<file path="config.mk">
export PLATFORM = sky130hd
export DESIGN_NAME = operand_loader_flat
export DESIGN_NICKNAME = d
export VERILOG_FILES = /design/src/rtl/operand_loader_if.sv /design/src/rtl/operand_loader.sv /design/src/flat_wrapper.sv
export SDC_FILE = /design/constraint.sdc
export NUM_CORES = 1
export LEC_CHECK = 0
export CAP_MARGIN = 20
export CORE_ASPECT_RATIO = 1.4
export CORE_MARGIN = 4
export CORE_UTILIZATION = 45
export CTS_BUF_LIST = sky130_fd_sc_hd__clkbuf_2
export DETAILED_ROUTE_END_ITERATION = 12
export MAX_ROUTING_LAYER = met4
export PLACE_DENSITY = 0.65
export SETUP_SLACK_MARGIN = 0.1
export SLEW_MARGIN = 10
export SYNTH_ARGS = -nofsm -noshare
export SYNTH_HDL_FRONTEND = slang
export SYNTH_SLANG_ARGS = --single-unit
</file>
<file path="constraint.sdc">
create_clock -name clk -period 2 [get_ports clk]
set_input_delay 0.6 -clock clk [delete_from_list [all_inputs] [get_ports clk]]
set_output_delay 0.6 -clock clk [all_outputs]
set_load 0.05 [all_outputs]
</file>
<file path="src/rtl/operand_loader_if.sv">
// Button, switch and captured-operand signals shared between the loader and its consumer.
// Slave is the loader side; master drives the button/switches and observes the captures.
interface operand_loader_if #(
    parameter int NB_DATA = 4,
    parameter int NB_OP   = 6
);
    logic               i_btn;
    logic [NB_OP-1:0]   i_dato;
    logic [NB_DATA-1:0] o_datoA;
    logic [NB_DATA-1:0] o_datoB;
    logic [NB_OP-1:0]   o_op;
    logic               o_valid;
    logic [1:0]         o_state;

    modport slave (
        input  i_btn,
        input  i_dato,
        output o_datoA,
        output o_datoB,
        output o_op,
        output o_valid,
        output o_state
    );

    modport master (
        output i_btn,
        output i_dato,
        input  o_datoA,
        input  o_datoB,
        input  o_op,
        input  o_valid,
        input  o_state
    );
endinterface

</file>
<file path="src/rtl/operand_loader.sv">
// Debounced push-button steps A -> B -> opcode capture from the shared switches; o_valid pulses on opcode load.
// A clean press loads DEB_CYCLES+3 edges after the button goes high; no backpressure, captures are unconditional.
module operand_loader #(
    parameter int NB_DATA    = 4,
    parameter int NB_OP      = 6,
    parameter int DEB_CYCLES = 1000000
) (
    input  logic              clk,
    input  logic              i_rst_n,
    operand_loader_if.slave   bus
);

    localparam int CW = $clog2(DEB_CYCLES + 1);
    localparam logic [CW-1:0] CNT_LAST = CW'(DEB_CYCLES - 1);

    typedef enum logic [1:0] {
        S_A  = 2'b00,
        S_B  = 2'b01,
        S_OP = 2'b10
    } state_t;

    logic          sync_s1;
    logic          sync_s2;
    logic [CW-1:0] deb_cnt;
    logic          deb;
    logic          deb_d;
    logic          press;

    state_t state_q;
    state_t state_d;
    logic   ld_a;
    logic   ld_b;
    logic   ld_op;

    logic [NB_DATA-1:0] dato_a_q;
    logic [NB_DATA-1:0] dato_b_q;
    logic [NB_OP-1:0]   op_q;
    logic               valid_q;

    always_ff @(posedge clk or negedge i_rst_n) begin
        if (!i_rst_n) begin
            sync_s1 <= 1'b0;
            sync_s2 <= 1'b0;
        end else begin
            sync_s1 <= bus.i_btn;
            sync_s2 <= sync_s1;
        end
    end

    // A level is accepted only after DEB_CYCLES consecutive disagreeing samples.
    always_ff @(posedge clk or negedge i_rst_n) begin
        if (!i_rst_n) begin
            deb_cnt <= '0;
            deb     <= 1'b0;
            deb_d   <= 1'b0;
        end else begin
            deb_d <= deb;
            if (sync_s2 == deb) begin
                deb_cnt <= '0;
            end else if (deb_cnt == CNT_LAST) begin
                deb     <= sync_s2;
                deb_cnt <= '0;
            end else begin
                deb_cnt <= deb_cnt + CW'(1);
            end
        end
    end

    assign press = deb & ~deb_d;

    always_ff @(posedge clk or negedge i_rst_n) begin
        if (!i_rst_n) begin
            state_q <= S_A;
        end else begin
            state_q <= state_d;
        end
    end

    always_comb begin
        state_d = state_q;
        ld_a    = 1'b0;
        ld_b    = 1'b0;
        ld_op   = 1'b0;
        case (state_q)
            S_A: begin
                if (press) begin
                    ld_a    = 1'b1;
                    state_d = S_B;
                end
            end
            S_B: begin
                if (press) begin
                    ld_b    = 1'b1;
                    state_d = S_OP;
                end
            end
            S_OP: begin
                if (press) begin
                    ld_op   = 1'b1;
                    state_d = S_A;
                end
            end
            // Unused encoding falls back to S_A without touching any capture.
            default: state_d = S_A;
        endcase
    end

    always_ff @(posedge clk or negedge i_rst_n) begin
        if (!i_rst_n) begin
            dato_a_q <= '0;
            dato_b_q <= '0;
            op_q     <= '0;
            valid_q  <= 1'b0;
        end else begin
            valid_q <= ld_op;
            if (ld_a) begin
                dato_a_q <= bus.i_dato[NB_DATA-1:0];
            end
            if (ld_b) begin
                dato_b_q <= bus.i_dato[NB_DATA-1:0];
            end
            if (ld_op) begin
                op_q <= bus.i_dato;
            end
        end
    end

    assign bus.o_datoA = dato_a_q;
    assign bus.o_datoB = dato_b_q;
    assign bus.o_op    = op_q;
    assign bus.o_valid = valid_q;
    assign bus.o_state = state_q;

endmodule

</file>
<file path="src/flat_wrapper.sv">
// flat-port wrapper written by rule: the top's interface ports become plain ports
module operand_loader_flat 
#(
    parameter int NB_DATA    = 4,
    parameter int NB_OP      = 6,
    parameter int DEB_CYCLES = 1000000
)
  (clk, i_rst_n, bus_i_btn, bus_i_dato, bus_o_datoA, bus_o_datoB, bus_o_op, bus_o_valid, bus_o_state);
  operand_loader_if #(.NB_DATA(NB_DATA), .NB_OP(NB_OP)) bus_i ();
  input  logic clk;
  input  logic i_rst_n;
  input wire logic [$bits(bus_i.i_btn)-1:0] bus_i_btn;
  input wire logic [$bits(bus_i.i_dato)-1:0] bus_i_dato;
  output wire logic [$bits(bus_i.o_datoA)-1:0] bus_o_datoA;
  output wire logic [$bits(bus_i.o_datoB)-1:0] bus_o_datoB;
  output wire logic [$bits(bus_i.o_op)-1:0] bus_o_op;
  output wire logic [$bits(bus_i.o_valid)-1:0] bus_o_valid;
  output wire logic [$bits(bus_i.o_state)-1:0] bus_o_state;
  assign bus_i.i_btn = bus_i_btn;
  assign bus_i.i_dato = bus_i_dato;
  assign bus_o_datoA = bus_i.o_datoA;
  assign bus_o_datoB = bus_i.o_datoB;
  assign bus_o_op = bus_i.o_op;
  assign bus_o_valid = bus_i.o_valid;
  assign bus_o_state = bus_i.o_state;
  operand_loader #(.NB_DATA(NB_DATA), .NB_OP(NB_OP), .DEB_CYCLES(DEB_CYCLES)) u_core (.clk(clk), .i_rst_n(i_rst_n), .bus(bus_i));
endmodule
</file>
# Word level (Yosys, flattened, before mapping)
# Index checks and enable logic that the tools add are counted.
# op_classes
addsub,1
eq_ne,7
mux,10
n_bitwise,3
n_reduce_logical,3
# op_table
op,count
two-way mux 20 bit,2
adder 20 x 1 -> 20 bit (second input constant),1
equality test 20 bit (second input constant),1
two-way mux 2 bit,3
inequality test 2 x 1 -> 1 bit (second input constant),3
one-hot mux 2 bit (3 select lines),1
two-way mux 1 bit,4
AND reduction 3 bit,1
equality test 2 x 1 -> 1 bit (second input constant),1
equality test 2 bit (second input constant),1
logical NOT 2 bit,1
NOT 1 bit,2
AND reduction 2 bit,1
AND 1 bit,1
equality test 1 bit,1
# word_totals
regBits,41
inputBits,9
output_inout_bits,17
elab_cells,34

# Longest topological paths before layout
# Gate-level depths: netlist of the first run.
# depth
word_depth,4
depth_mapped,6
ltp_nobuf,5

# Worst setup path after synthesis of the first run
# No wires, ideal clock.
# synth_timing
path_kind,register -> register
start,register u_core.state_q[1] (netlist: u_core.bus.o_state[1])
end,register u_core.op_q[0] (netlist: u_core.bus.o_op[0])
setup_time_ns,0.125
arrival_time_ns,1.586
required_time_ns,1.875
setup_slack_ns,0.289
stages_incl_launch_ff,5
n_path_buf,1
period_less_slack_ns,1.711
cell_sequence,dfrtp_1 > nor2b_1 > nor2b_1 > clkbuf_1 > mux2_2
# synth_via
elab_chain_len,2
# synth_rtl
item,line,text
start: declaration,operand_loader.sv:29,state_t state_q;
start signal: assignment,operand_loader.sv:75,state_q <= state_d;
equality test 2 bit,operand_loader.sv:84,case (state_q)
two-way mux 1 bit,operand_loader.sv:84,
named net u_core.ld_op,operand_loader.sv:33,logic ld_op;
end signal: assignment,operand_loader.sv:123,op_q <= bus.i_dato;
end: declaration,operand_loader.sv:37,logic [NB_OP-1:0] op_q;
# The timed path passes the listed nets, and every way through them passes these cells.
# A chain may end at the register's enable or synchronous reset.

# Worst setup path in the final report of the first run
# layout_timing
start,register u_core.deb_cnt[0]
end,register u_core.deb_cnt[18]
# layout_via
elab_chain_len,3
word_cells_on_any_way,4
classes_between,add/sub: 1; eq/ne: 1; mux: 2
# layout_rtl
item,line,text
start: declaration,operand_loader.sv:24,logic [CW-1:0] deb_cnt;
start signal: assignment,operand_loader.sv:64,deb_cnt <= deb_cnt + CW'(1);
adder 20 x 1 -> 20 bit / equality test 20 bit (equally long branches),"operand_loader.sv:64, operand_loader.sv:60",
two-way mux 20 bit (*),operand_loader.sv:60,end else if (deb_cnt == CNT_LAST) begin
two-way mux 20 bit (*),operand_loader.sv:58,if (sync_s2 == deb) begin
# Every way passes the cells marked *; elsewhere a longest branch is shown, timed or not.

==> results of run 1 <==
-- flip-flops by register name, indices dropped and copies added, names as in the netlist --
signal              flops
u_core.sync_s2          1
u_core.sync_s1          1
u_core.deb_cnt         20
u_core.bus.o_valid      1
u_core.deb              1
u_core.bus.o_datoB      4
u_core.deb_d            1
u_core.bus.o_op         6
u_core.bus.o_datoA      4
u_core.bus.o_state      2
-- cells in the mapped netlist --
cell type,number,area (sq um)
dfrtp_1,41,1026
nor2_1,20,75.07
mux2_2,15,168.9
xnor2_1,12,105.1
nand2_1,5,18.77
nand3_1,5,25.02
nand4_1,5,31.28
nor3_1,5,25.02
nor4_1,5,31.28
xor2_1,5,43.79
inv_1,4,15.01
nor2b_1,3,18.77
a21oi_1,2,10.01
and3_1,2,12.51
a21o_1,1,7.510
a21oi_2,1,8.760
buf_6,1,11.26
clkbuf_1,1,3.750
ha_1,1,12.51
mux2i_1,1,10.01
nand2b_1,1,6.260
nand3_2,1,10.01
nand4_2,1,12.51
nand4b_1,1,8.760
nor3b_1,1,7.510
nor4_4,1,21.27
nor4b_2,1,15.01
o31ai_1,1,7.510
o31ai_4,1,21.27
o41ai_1,1,8.760
or2_1,1,6.260
or2_4,1,8.760
or3_4,1,11.26
or4_4,1,11.26
or4b_1,1,10.01
-- final cells by class --
cell class	instances	area, sq um	area share (%)
timing repair buffer	33	275.3	12.44
inverter	4	15.01	0.6787
clock inverter	3	41.29	1.867
clock buffer	5	25.02	1.131
sequential	41	1026	46.38
multi-input combinational	103	775.7	35.07
tap	43	53.80	2.432
-- worst max-delay path, delay by kind of cell (launching register included) --
| kind | cells | cell delay (ns) |
|---|---|---|
| adders and majority gates | 1 | 0.24 |
| and+or+nand+nor | 3 | 0.91 |
| DFF | 1 | 0.43 |
| AOI/OAI and AO/OA | 1 | 0.13 |
-- kinds of logic after synthesis --
kind of cell	count (synthesis)	synth area share, %
AO/OA/AOI/OAI	7	3.494
XOR/XNOR	17	8.151
flip-flops	41	56.16
AND/OR/NAND/NOR	62	20.07
buffers and inverters	6	1.643
adder cells (fa/ha/maj)	1	0.6848
multiplexers	16	9.794
-- per-layer routing --
metal	track usage, %	up-vias
met2	27.45	32
li1	-	599
met4	5.212	0
met1	15.88	617
met5	-	-
met3	3.733	6
-- cells in the final DEF (no fill, tap or decap), types with 2 or more instances in the layout --
cell,netlist,layout
nand4_1,5,5
buf_4,0,24
inv_1,4,4
and3_1,2,2
nor2_1,20,20
xnor2_1,12,12
dfrtp_1,41,41
clkdlybuf4s50_1,0,7
clkbuf_2,0,5
nor4_1,5,5
nor2b_1,3,3
nor3_1,5,4
nand2_1,5,5
mux2_2,15,15
nand3_1,5,5
a21oi_1,2,2
xor2_1,5,5
-- worst paths after layout --
check                                        from                 end  slack (ns)
min in group clk                   u_core.sync_s1      u_core.sync_s2        0.39
worst min register to register     u_core.sync_s1      u_core.sync_s2        0.39
max in group asynchronous                 i_rst_n  u_core.deb_cnt[14]        1.44
worst max-delay path            u_core.deb_cnt[0]  u_core.deb_cnt[18]        0.25
worst max register to register  u_core.deb_cnt[0]  u_core.deb_cnt[18]        0.25
worst min-delay path                      i_rst_n  u_core.bus.o_op[3]        0.09
-- repair_timing --
item                                    CTS  global route
resized for setup                         0             1
endpoints found under the setup margin    0             2
buffers inserted                          0             2
-- where the power goes --
part | total, uW | leakage [uW] | internal, uW | switching (uW)
combinational | 58.0 | 0.000413 | 26.1 | 31.9
clock | 476 | 0.0000366 | 207 | 269
sequential | 843 | 0.000566 | 837 | 6.20
-- per-stage QoR --
step | instances | total power (uW) | area, sq um
final | 232 | 1377 | 2212
after global routing | 232 | 1449 | 2212
after CTS | 230 | 1400 | 2192
after detailed placement | 222 | 918.1 | 2126
after global placement | 222 | 915.0 | 2126
after floorplan | 150 | 874.1 | 1827
==> results.py, run 1 <==
metrics = {
    "placement": {
        "gp_routability_congestion": 0.7932,
        "dp_hpwl_um": 2649,
        "portBuffers": 25,
        "dp_slack_ns": 0.2004,
    },
    "global_routing": {
        "grt_max_degree": 26,
        "grt_usage_pct": 15.51,
        "grt_pass1_wl_um": 5871,
        "overflow": 0,
        "antenna_found_initial": 0,
        "grt_pass1_vias": 1281,
    },
    "job": {
        "cap_violations": 0,
    },
    "timing": {
        "tns_ns": 0,
        "fin_crit_ns": 1.748,
        "fmax_mhz": 572.0,
        "rsz0062_at_grt": "no",
        "drv_slew": 0,
        "finClkSkew_ns": 0.01321,
        "fin_ws_ns": 0.2518,
        "worst_pin_slew_ns": 0.4132,
        "finalHoldViolations": 0,
        "relSlewSlack_pct": 72.20,
        "post-route-period-util_pct": 87.41,
        "holdWs_ns": 0.09017,
        "finalSetupViolations": 0,
    },
    "critical_path": {
        "cp_data_arrival_time_ns": 2.10,
        "critPathMaxFanout": 4,
        "slowest_delay_ns": 0.43,
        "critPathKind": "reg -> reg",
        "rr_worst_depth": 5,
        "cp.required_ns": 2.35,
        "cp-start-kind": "flop",
        "crit_chain": "ha_1, nand2_1, or3_4, or4_4, a21oi_2",
        "crit_path_top_delay_cell": "dfrtp_1",
        "crit_path_end_kind": "flop",
    },
    "cts": {
        "cts_tree": "done",
        "clk_pin_slew_worst_paths_ns": 0.21,
        "htreeDepth": 2,
        "cts_buffers": 5,
        "clk_path_buf_depth": 2,
        "holdBufCountCts": 0,
        "clock_latency_ns": 0.39,
        "root_buffer": "clkbuf_2",
        "clock-sinks": 41,
    },
    "floorplan": {
        "initial_core_util_pct": 46.62,
        "die-area_sq_um": 5157,
        "die_h_um": 83.39,
        "boundaryPins": 26,
        "die_x_um": 61.85,
        "num_rows": 27,
        "coreArea_sq_um": 3919,
    },
    "cells_and_area": {
        "syn_to_final_growth_pct": 21.10,
        "drive_above_1_share_pct": 30.69,
        "diodes": 0,
        "num-fill-cells": 330,
        "final_util_pct": 56.45,
        "finalNetCount": 198,
    },
    "synth": {
        "ys_types": 35,
        "yosys_warnings": 0,
        "synth_seq_area_share_pct": 56.16,
        "syn_area_sq_um": 1827,
        "syn_nets": 160,
        "syn_inst": 150,
        "ys_ff_latch": 41,
        "syn_area_per_cell_sq_um": 12.18,
    },
    "drt": {
        "top_layer": "met4",
        "drc": 0,
        "first_pass_iters": 5,
        "wl_met1_um": 1255,
        "wl_per_cell_um": 14.73,
        "dr_wl_met3_um": 191,
        "dr_wl_met2_um": 1908,
        "drtIter0Drc": 36,
        "vias": 1254,
        "routed_via_density": 5.405,
        "wl_um": 3417,
        "drtAntennaViolNets": 0,
    },
    "worst_hold_path": {
        "hold_class": "in -> async",
    },
    "run_status": {
        "status": "finished clean",
    },
    "power": {
        "leakagePower_uw": 0.001016,
        "irDropWorstVdd_mv": 0.4570,
        "p_per_area_nw_per_um2": 622.4,
    },
}
No activity file was read; power rests on OpenSTA's default activity.
==> run 2: changes to the inputs <==
Settings changed: ABC_CLOCK_PERIOD_IN_PS set to 2000, CAP_MARGIN 20 to unset, SLEW_MARGIN 10 to 15.
==> results of run 2 <==
Same layout as run 1: the final DEF is identical, and so are final timing and power.
==> run 3: changes to the inputs <==
Settings changed: GPL_ROUTABILITY_DRIVEN set to 0.
==> results of run 3 <==
Same layout as run 1: the final DEF is identical, and so are final timing and power.
